==> config.mk <==
export PLATFORM = sky130hd
export DESIGN_NAME = slabboy_reset_seq
export DESIGN_NICKNAME = d
export VERILOG_FILES = /design/src/rtl/slabboy_pkg.sv /design/src/rtl/slabboy_sync.sv /design/src/rtl/slabboy_reset_seq.sv
export SDC_FILE = /design/constraint.sdc
export NUM_CORES = 1
export LEC_CHECK = 0
export ABC_CLOCK_PERIOD_IN_PS = 3700
export BUFFER_PORTS_ARGS = -buffer_cell sky130_fd_sc_hd__clkbuf_2
export CAP_MARGIN = 20
export CORE_MARGIN = 4
export CORE_UTILIZATION = 34
export CTS_CLUSTER_DIAMETER = 100
export DETAILED_ROUTE_END_ITERATION = 6
export GPL_TIMING_DRIVEN = 1
export PLACE_DENSITY_LB_ADDON = 0.15
export SLEW_MARGIN = 15
export SYNTH_ARGS = -nofsm -noshare
export SYNTH_HDL_FRONTEND = slang
export SYNTH_SLANG_ARGS = --single-unit
==> constraint.sdc <==
create_clock -name clock -period 3.7 [get_ports clock]
set_input_delay 0.925 -clock clock [delete_from_list [all_inputs] [get_ports clock]]
set_output_delay 0.925 -clock clock [all_outputs]
set_load 0.02 [all_outputs]
==> src/rtl/slabboy_pkg.sv <==
// Shared types and helpers for the slabboy reset sequencer: FSM state encoding
// and a constant-friendly ceiling log2.
package slabboy_pkg;

    typedef enum logic [1:0] {
        HOLD   = 2'd0,
        STABLE = 2'd1,
        SYS_UP = 2'd2,
        RUN    = 2'd3
    } state_t;

    // Ceiling log2, never less than 1 so a counter built from it always has a bit.
    function automatic int clog2(input int value);
        int r;
        r = 0;
        while ((1 << r) < value) r++;
        return (r < 1) ? 1 : r;
    endfunction

endpackage

==> src/rtl/slabboy_sync.sv <==
// N-flop synchroniser for asynchronous single-bit inputs (PLL lock, buttons,
// UART RX). Synchronous active-low reset clears the whole chain.
module slabboy_sync #(
    parameter int STAGES = 2
) (
    input  logic clock,
    input  logic resetn,
    input  logic din,
    output logic dout
);

    logic [STAGES-1:0] chain;

    always_ff @(posedge clock) begin
        if (!resetn) chain <= '0;
        else         chain <= {chain[STAGES-2:0], din};
    end

    assign dout = chain[STAGES-1];

endmodule

==> src/rtl/slabboy_reset_seq.sv <==
// Staged reset generator: waits for a stable PLL lock, releases the system
// reset, then the CPU reset, and drops both on lock loss (counted, saturating).
module slabboy_reset_seq
    import slabboy_pkg::*;
#(
    parameter int SYNC_STAGES        = 2,
    parameter int LOCK_STABLE_CYCLES = 1024,
    parameter int CPU_DELAY_CYCLES   = 16,
    parameter int CNT_W              = 8
) (
    input  logic             clock,
    input  logic             resetn,
    input  logic             pll_locked,
    output logic             sys_resetn,
    output logic             cpu_resetn,
    output logic             ready,
    output logic [CNT_W-1:0] lock_lost_count,
    output logic [1:0]       state
);

    localparam int MAXC = (LOCK_STABLE_CYCLES > CPU_DELAY_CYCLES) ? LOCK_STABLE_CYCLES
                                                                  : CPU_DELAY_CYCLES;
    localparam int CW = clog2(MAXC);
    localparam logic [CW-1:0]    STABLE_LAST = CW'(LOCK_STABLE_CYCLES - 1);
    localparam logic [CW-1:0]    CPU_LAST    = CW'(CPU_DELAY_CYCLES - 1);
    localparam logic [CNT_W-1:0] LOST_MAX    = {CNT_W{1'b1}};

    logic          lock_s;
    state_t        cur, nxt;
    logic [CW-1:0] cnt, cnt_nxt;
    logic          lost;

    slabboy_sync #(.STAGES(SYNC_STAGES)) u_lock_sync (
        .clock  (clock),
        .resetn (resetn),
        .din    (pll_locked),
        .dout   (lock_s)
    );

    // Lock loss takes priority over reaching a terminal count.
    always_comb begin
        nxt     = cur;
        cnt_nxt = cnt;
        lost    = 1'b0;
        case (cur)
            HOLD: begin
                cnt_nxt = '0;
                if (lock_s) nxt = STABLE;
            end
            STABLE: begin
                if (!lock_s) begin
                    nxt     = HOLD;
                    cnt_nxt = '0;
                end else if (cnt == STABLE_LAST) begin
                    nxt     = SYS_UP;
                    cnt_nxt = '0;
                end else begin
                    cnt_nxt = cnt + CW'(1);
                end
            end
            SYS_UP: begin
                if (!lock_s) begin
                    nxt     = HOLD;
                    cnt_nxt = '0;
                    lost    = 1'b1;
                end else if (cnt == CPU_LAST) begin
                    nxt     = RUN;
                    cnt_nxt = '0;
                end else begin
                    cnt_nxt = cnt + CW'(1);
                end
            end
            RUN: begin
                cnt_nxt = '0;
                if (!lock_s) begin
                    nxt  = HOLD;
                    lost = 1'b1;
                end
            end
            default: begin
                nxt     = HOLD;
                cnt_nxt = '0;
            end
        endcase
    end

    // Outputs decode the next state so they change on the same edge as the state.
    always_ff @(posedge clock) begin
        if (!resetn) begin
            cur             <= HOLD;
            cnt             <= '0;
            sys_resetn      <= 1'b0;
            cpu_resetn      <= 1'b0;
            ready           <= 1'b0;
            lock_lost_count <= '0;
        end else begin
            cur        <= nxt;
            cnt        <= cnt_nxt;
            sys_resetn <= (nxt == SYS_UP) || (nxt == RUN);
            cpu_resetn <= (nxt == RUN);
            ready      <= (nxt == RUN);
            if (lost && lock_lost_count != LOST_MAX)
                lock_lost_count <= lock_lost_count + CNT_W'(1);
        end
    end

    assign state = cur;

endmodule

# == Word level (Yosys, flattened, before mapping) ==
# Cells that the tools add are included.
# totals
register_bits,24
latchBits,0
mem_bits_rw,0
mem_bits_ro,0
input_bits,3
output_inout_bits,13
elab_cells,35
n_memories,0
# op_classes
add_sub_neg,2
multipliers,0
n_div,0
n_lt_le_gt_ge,0
n_eq_ne,8
n_shift,0
n_mux,14
n_bitwise,0
n_reduce_logical,5
# ops
cell,n
two-way mux 10 bit,4
case mux 10 bit (3 select lines),1
two-way mux 2 bit,6
"adder 10 x 1 -> 10 bit, second input constant",1
"equality test 10 bit, second input constant",1
"equality test 10 x 4 -> 1 bit, second input constant",1
"adder 8 x 1 -> 8 bit, second input constant",1
"equality test 2 bit, second input constant",4
"inequality test 8 bit, second input constant",1
case mux 2 bit (4 select lines),1
OR reduction 2 bit,2
"equality test 2 x 1 -> 1 bit, second input constant",1
logical NOT 2 bit,1
two-way mux 1 bit,2
logical AND 1 bit,1
logical OR 1 bit,1

# == Logic depth before layout (Yosys ltp) ==
# Gate-level depths: netlist (run 1).
# depth
word_depth,6
depth_mapped,5
ltp_nobuf,5

# == Hierarchy ==
# Synthesis (run 1) repeated with hierarchy kept, for this count alone.
# hier_totals
hier_cells,107
hier_area_um2,1024.7
# by_module_without_submodules
mod,instances,cells_per_inst,area_per_inst_um2,seq_area_each_um2
slabboy_reset_seq,1,103,972.2,420.4
slabboy_sync,1,4,52.6,40.0

# == Worst setup path after synthesis (run 1) ==
# Ideal clock, no wire load.
# synth_timing
path_type,register to register
startpoint,register lock_lost_count[0]
endpoint,register lock_lost_count[6]
setup_time_ns,0.116
arrival_time_ns,1.558
required_ns,3.584
slack_ns,2.026
path_stages_with_launch,5
path_buffers,0
synth_period_minus_slack_ns,1.674
cell_sequence,dfxtp_1 > ha_1 > nand4_2 > or4b_1 > o211a_1
# synth_via
elab_chain_cells,2
elab_cells_between_ends,3
# synth_lines
element,line_no,text
"start, declared",slabboy_reset_seq.sv:17,"output logic [CNT_W-1:0] lock_lost_count,"
"start signal, assigned",slabboy_reset_seq.sv:103,lock_lost_count <= lock_lost_count + CNT_W'(1);
"parallel branches: the longest is 2 deep, another holds adder 8 x 1 -> 8 bit",-,
# Several ways; the timed one is not identified.
# A chain may end at the register's enable or synchronous reset.

==> flow_summary.json, run 1 <==
{
  "start_kind": "flip-flop",
  "path_clk_slew_ns": 0.13,
  "synth.largest_area_cell": "dfxtp_1",
  "worstMarginPinSlew_ns": 0.409,
  "path_max_fanout": 10,
  "drtIter0Drc": 45,
  "antenna_left": 0,
  "synth-edff-count": 0,
  "cts_resized": 0,
  "clock-sinks": 23,
  "ys_warn_count": 0,
  "die_w_microns": 62.8,
  "crit_buf_inv": 1,
  "cts_max_level": 1,
  "outcome": "finished clean",
  "power_leakage_nw": 0.445,
  "design_area_sq_um": 1140,
  "finalCriticalPeriod_ns": 1.98,
  "final_cells": 155,
  "port_buffers": 15,
  "clockBufferDepth": 2,
  "cp_cell_sequence": "clkbuf_2",
  "overflow": 0,
  "place_inst": 151,
  "timing.fmax_mhz": 504,
  "skew_ns": 0.00695,
  "dpl_cell_area_sq_um": 1120,
  "grt_use_total": 0.104,
  "cts_root_buf": "clkbuf_4",
  "grt_pass1_wl_microns": 3340,
  "slowest_delay_ns": 0.52,
  "initial_core_util": 0.364,
  "core_area_sq_um": 2810,
  "syn_avg_cell_area_sq_um": 9.53,
  "ir_drop_mv": 0.107,
  "crit_type": "reg -> out",
  "grt_max_degree": 13,
  "dp_slack_ns": 1.73,
  "end_kind": "output pin",
  "cts_made_buffers": 3,
  "synth_top_area_share": 0.452,
  "drt-wirelength-per-cell_microns": 12.0,
  "antenna_found_initial": 0,
  "slew_viol_final": 0,
  "routed_wl_microns": 1850,
  "ys_ff_latch": 23,
  "worst_slew_margin_rel": 0.727,
  "syn2layout_area_growth_pct": 12.3,
  "finalNetCount": 130,
  "cts_tree": "done",
  "p_per_area_nw_per_um2": 324,
  "worstPathRequired_ns": 2.77,
  "timing.final.crit_share": 0.536,
  "cap_violations": 0,
  "gp_congestion": 0.741,
  "dieArea_sq_um": 3940,
  "yosys-top-cells-count": "dfxtp_1, nor2_1, nand2_1, xor2_1, xnor2_1",
  "cpLargestDelayFamily": "flip-flops",
  "finalPower_w": 0.000371,
  "holdBufCountCts": 0,
  "insertion_delay_ns": 0.31,
  "ys_seq_area_frac": 0.452,
  "hold_path.class": "reg -> reg",
  "hold_viol": 0,
  "die_h_microns": 62.8,
  "synthTopCellsByArea": "dfxtp_1, nor2_1, xor2_1, xnor2_1, nand2_1",
  "synthArstFlopShare": 0,
  "drc_errors": 0,
  "num_vias": 812,
  "io_pins": 16,
  "synth_cells": 107,
  "rsz0062_at_grt": "false",
  "grt_pass1_vias": 768,
  "setup_tns_ns": 0,
  "worst_ep_arrival_time_ns": 1.06,
  "drive_above_1_share": 0.177,
  "ys_types": 36,
  "viasPerCell": 5.24,
  "synth.most_common_cell": "dfxtp_1",
  "dr.pass1.iters": 4,
  "ys.flop_type": "dfxtp_1",
  "post-cts-setup-buffer-count": 0,
  "diodes": 0,
  "slowest_stage": "dfxtp_1",
  "setup_ws_ns": 1.72,
  "synth_fp_nets": 112,
  "rows": 19,
  "finalSetupViolations": 0,
  "netlist_area_sq_um": 1020,
  "hpwlAfterDp_microns": 1400
}
[cell usage in the layout, fill, tap and decap left out, drive strengths merged, types with 2 or more instances in the layout]
| master | count |
|---|---|
| nor4 | 3 |
| o211ai | 3 |
| and4 | 2 |
| xor2 | 7 |
| nor2 | 18 |
| xnor2 | 5 |
| nand2 | 7 |
| ha | 2 |
| dfxtp | 23 |
| and2 | 2 |
| inv | 2 |
| and3 | 2 |
| clkbuf | 19 |
| nor3 | 3 |
| nand3 | 4 |
| nand4 | 3 |
[sequential cells by signal (all words and copies together), names as in the netlist]
register           cells
ready                  1
cnt                   10
state                  2
u_lock_sync.chain      2
lock_lost_count        8
[per-stage QoR]
stage | hold slack, ns | util
floorplan | 0.412 | -
global route | 0.472 | 0.408
CTS | 0.448 | 0.408
finish | 0.456 | 0.408
detailed placement | 0.419 | 0.399
global placement | 0.416 | 0.399
[final cells by class]
type	instances	area, sq um
fill	287	1660
tap	31	38.8
timing repair buffer	15	75.1
multi-input combinational	80	537
inverter	2	7.51
sequential	23	460
clock buffer	4	26.3
[cell families after synthesis]
family,share of synthesized area
adders and majority gates,0.0245
AOI/OAI and AO/OA,0.121
xor gates and xnor gates,0.103
muxes,0.00982
buffers and inverters,0.0221
DFF,0.452
and+or+nand+nor,0.267
[report_power, final]
group           total [W]  internal [W]  switching (W)
logic          0.00000619    0.00000226     0.00000394
clock network    0.000115     0.0000420      0.0000730
registers        0.000250      0.000249    0.000000725
[metal layers]
| metal | vias up | share of wire | global-route usage |
|---|---|---|---|
| li1 | 416 | - | - |
| met2 | 20 | 0.41 | 0.152 |
| met4 | 0 | 0.020 | 0.0579 |
| met1 | 372 | 0.53 | 0.140 |
| met3 | 4 | 0.041 | 0.0252 |
| met5 | - | 0 | 0 |
[worst paths after layout]
path / start / to / slack [ns] / depth (start not counted)
hold reg to reg: u_lock_sync.chain[0] / u_lock_sync.chain[1] / 0.46 / 1
setup reg to reg: lock_lost_count[0] / lock_lost_count[6] / 2.02 / 4
setup / recovery: state[1] / sys_resetn / 1.72 / 1
hold / removal: u_lock_sync.chain[0] / u_lock_sync.chain[1] / 0.46 / 1
Power figures use the tool's default switching activity.
==> run 2, diff against run 1 <==
--- a/config.mk
+++ b/config.mk
@@ -5,7 +5,8 @@
 export SDC_FILE = /design/constraint.sdc
 export NUM_CORES = 1
 export LEC_CHECK = 0
-export ABC_CLOCK_PERIOD_IN_PS = 3700
+export ABC_AREA = 1
+export ABC_CLOCK_PERIOD_IN_PS = 1700
 export BUFFER_PORTS_ARGS = -buffer_cell sky130_fd_sc_hd__clkbuf_2
 export CAP_MARGIN = 20
 export CORE_MARGIN = 4
==> constraint.sdc (replaced) <==
create_clock -name clock -period 1.7 [get_ports clock]
set_input_delay 0.425 -clock clock [delete_from_list [all_inputs] [get_ports clock]]
set_output_delay 0.425 -clock clock [all_outputs]
set_load 0.02 [all_outputs]
==> flow_summary.json, run 2 <==
{
  "die_h_microns": 66.9,
  "hold_path.class": "in -> reg",
  "skew_ns": 0.00113,
  "ys.flop_type": "dfxtp_1",
  "met1_length_microns": 1080,
  "ys_seq_area_frac": 0.391,
  "dr.pass1.iters": 4,
  "start_kind": "flip-flop",
  "grt_pass1_wl_microns": 3710,
  "port_buffers": 15,
  "cts_root_buf": "clkbuf_4",
  "setup_ws_ns": 0.230,
  "reg_top3": "cnt: 10 flops, lock_lost_count: 8 flops",
  "synth_top_area_share": 0.391,
  "drive_above_1_share": 0.220,
  "final_core_utilization": 0.393,
  "gp_congestion": 0.790,
  "highest_layer": "met4",
  "setup_tns_ns": 0,
  "synth.most_common_cell": "nand2_1",
  "end_kind": "flip-flop",
  "crit_type": "reg -> reg",
  "grt_pass1_vias": 861,
  "clockBufferDepth": 2,
  "timing.fmax_mhz": 680,
  "cts_max_level": 1,
  "overflow": 0,
  "dp_slack_ns": 0.229,
  "yosys-top-cells-count": "nand2_1, dfxtp_1, nor2_1, inv_1",
  "timing.final.crit_share": 0.865,
  "dieArea_sq_um": 4470,
  "finalSetupViolations": 0,
  "drtIter0Drc": 60,
  "grt_max_degree": 14,
  "core_area_sq_um": 3340,
  "worstPathRequired_ns": 1.92,
  "power_leakage_nw": 0.568,
  "rsz0062_at_grt": "false",
  "holdBufCountCts": 0,
  "syn_avg_cell_area_sq_um": 7.32,
  "dr_wl_met3_microns": 102,
  "worstMarginPinSlew_ns": 0.239,
  "drc_errors": 0,
  "synth.largest_area_cell": "dfxtp_1",
  "outcome": "finished clean",
  "synth-edff-count": 0,
  "finalCriticalPeriod_ns": 1.47,
  "syn2layout_area_growth_pct": 11.1,
  "post-cts-setup-buffer-count": 0,
  "ys_ff_latch": 23,
  "viasPerCell": 4.39,
  "largest_reg_flops": 10,
  "die_w_microns": 66.9,
  "antenna_left": 0,
  "p_per_area_nw_per_um2": 629,
  "worst_ep_arrival_time_ns": 1.69,
  "io_pins": 16,
  "routed_wl_microns": 2140,
  "rows": 21,
  "drt-wirelength-per-cell_microns": 9.58,
  "path_clk_slew_ns": 0.13,
  "dpl_cell_area_sq_um": 1280,
  "ys_warn_count": 0,
  "grt_use_total": 0.108,
  "synthTopCellsByArea": "dfxtp_1, nand2_1, nor2_1, inv_1, xor2_1",
  "cts_made_buffers": 3,
  "hpwlAfterDp_microns": 1670,
  "cts_tree": "done",
  "largest-register": "cnt",
  "insertion_delay_ns": 0.31,
  "design_area_sq_um": 1310,
  "final_cell_mix": "nand2_1, nor2_1, dfxtp_1",
  "diodes": 0,
  "mostFrequentLayoutCell": "nand2_1",
  "hold_viol": 0,
  "netlist_area_sq_um": 1180,
  "finalPower_w": 0.000824,
  "clock-sinks": 23,
  "synth_fp_nets": 166,
  "ys_types": 24,
  "worst_slew_margin_rel": 0.840,
  "initial_core_util": 0.353,
  "met2_wirelength_microns": 931,
  "cts_resized": 0,
  "fill_cells": 364,
  "slew_viol_final": 0,
  "synth_cells": 161,
  "path_max_fanout": 8,
  "ir_drop_mv": 0.219,
  "antenna_found_initial": 0,
  "finalNetCount": 183,
  "synthArstFlopShare": 0,
  "cap_violations": 0,
  "num_vias": 980
}
run 2: layout make-up:
type | count | area [sq um] | area share
Inverter | 22 | 82.6 | 0.0630
Clock inverter | 1 | 5.00 | 0.00382
Sequential cell | 23 | 460 | 0.351
Multi-Input combinational cell | 113 | 607 | 0.463
Clock buffer | 3 | 22.5 | 0.0172
Tap cell | 46 | 57.6 | 0.0439
Timing Repair Buffer | 15 | 75.1 | 0.0573
run 2: per-layer routing:
layer,track usage,up-vias
met5,0,-
met4,0.0456,0
met2,0.168,21
li1,-,523
met3,0.0202,4
met1,0.144,432
run 2: final timing paths:
| kind | slack [ns] | endpoint | cells past startpoint | start |
|---|---|---|---|---|
| hold reg to reg | 0.43 | u_lock_sync.chain[1] | 2 | u_lock_sync.chain[0] |
| setup / recovery | 0.23 | cnt[0] | 8 | cnt[0] |
| setup reg to reg | 0.23 | cnt[0] | 8 | cnt[0] |
| hold / removal | 0.28 | u_lock_sync.chain[0] | 3 | pll_locked |
run 2: cells by family after synthesis:
logic type | count (synthesis) | synth area share
AOI/OAI and AO/OA | 6 | 0.0287
xor gates and xnor gates | 10 | 0.0743
and+or+nand+nor | 95 | 0.391
DFF | 23 | 0.391
adders and majority gates | 2 | 0.0212
buffers and inverters | 25 | 0.0945
run 2: worst max-delay path: stages, from the launching register on:
cell and delay [ns]:
dfxtp_1 0.46, ha_1 0.24, nand2_1 0.11, nor2_4 0.12, nand4_2 0.12, nand2_2 0.10
nand2_2 0.06, nand2_4 0.13, nor2_2 0.04
run 2: power by group:
| part | switching [W] | leakage (nW) | internal (W) | total, W |
|---|---|---|---|---|
| Combinational | 0.0000121 | 0.364 | 0.00000498 | 0.0000171 |
| Clock | 0.000175 | 0.0177 | 0.0000880 | 0.000263 |
| Sequential | 0.00000250 | 0.186 | 0.000542 | 0.000545 |
| Total | 0.000189 | 0.568 | 0.000635 | 0.000824 |
run 2: metrics by stage:
step / std cells / hold slack, ns
final: 223 / 0.279
after global routing: 223 / 0.261
after CTS: 223 / 0.262
after detailed placement: 219 / 0.405
after global placement: 219 / 0.394
after floorplan: 161 / 0.390
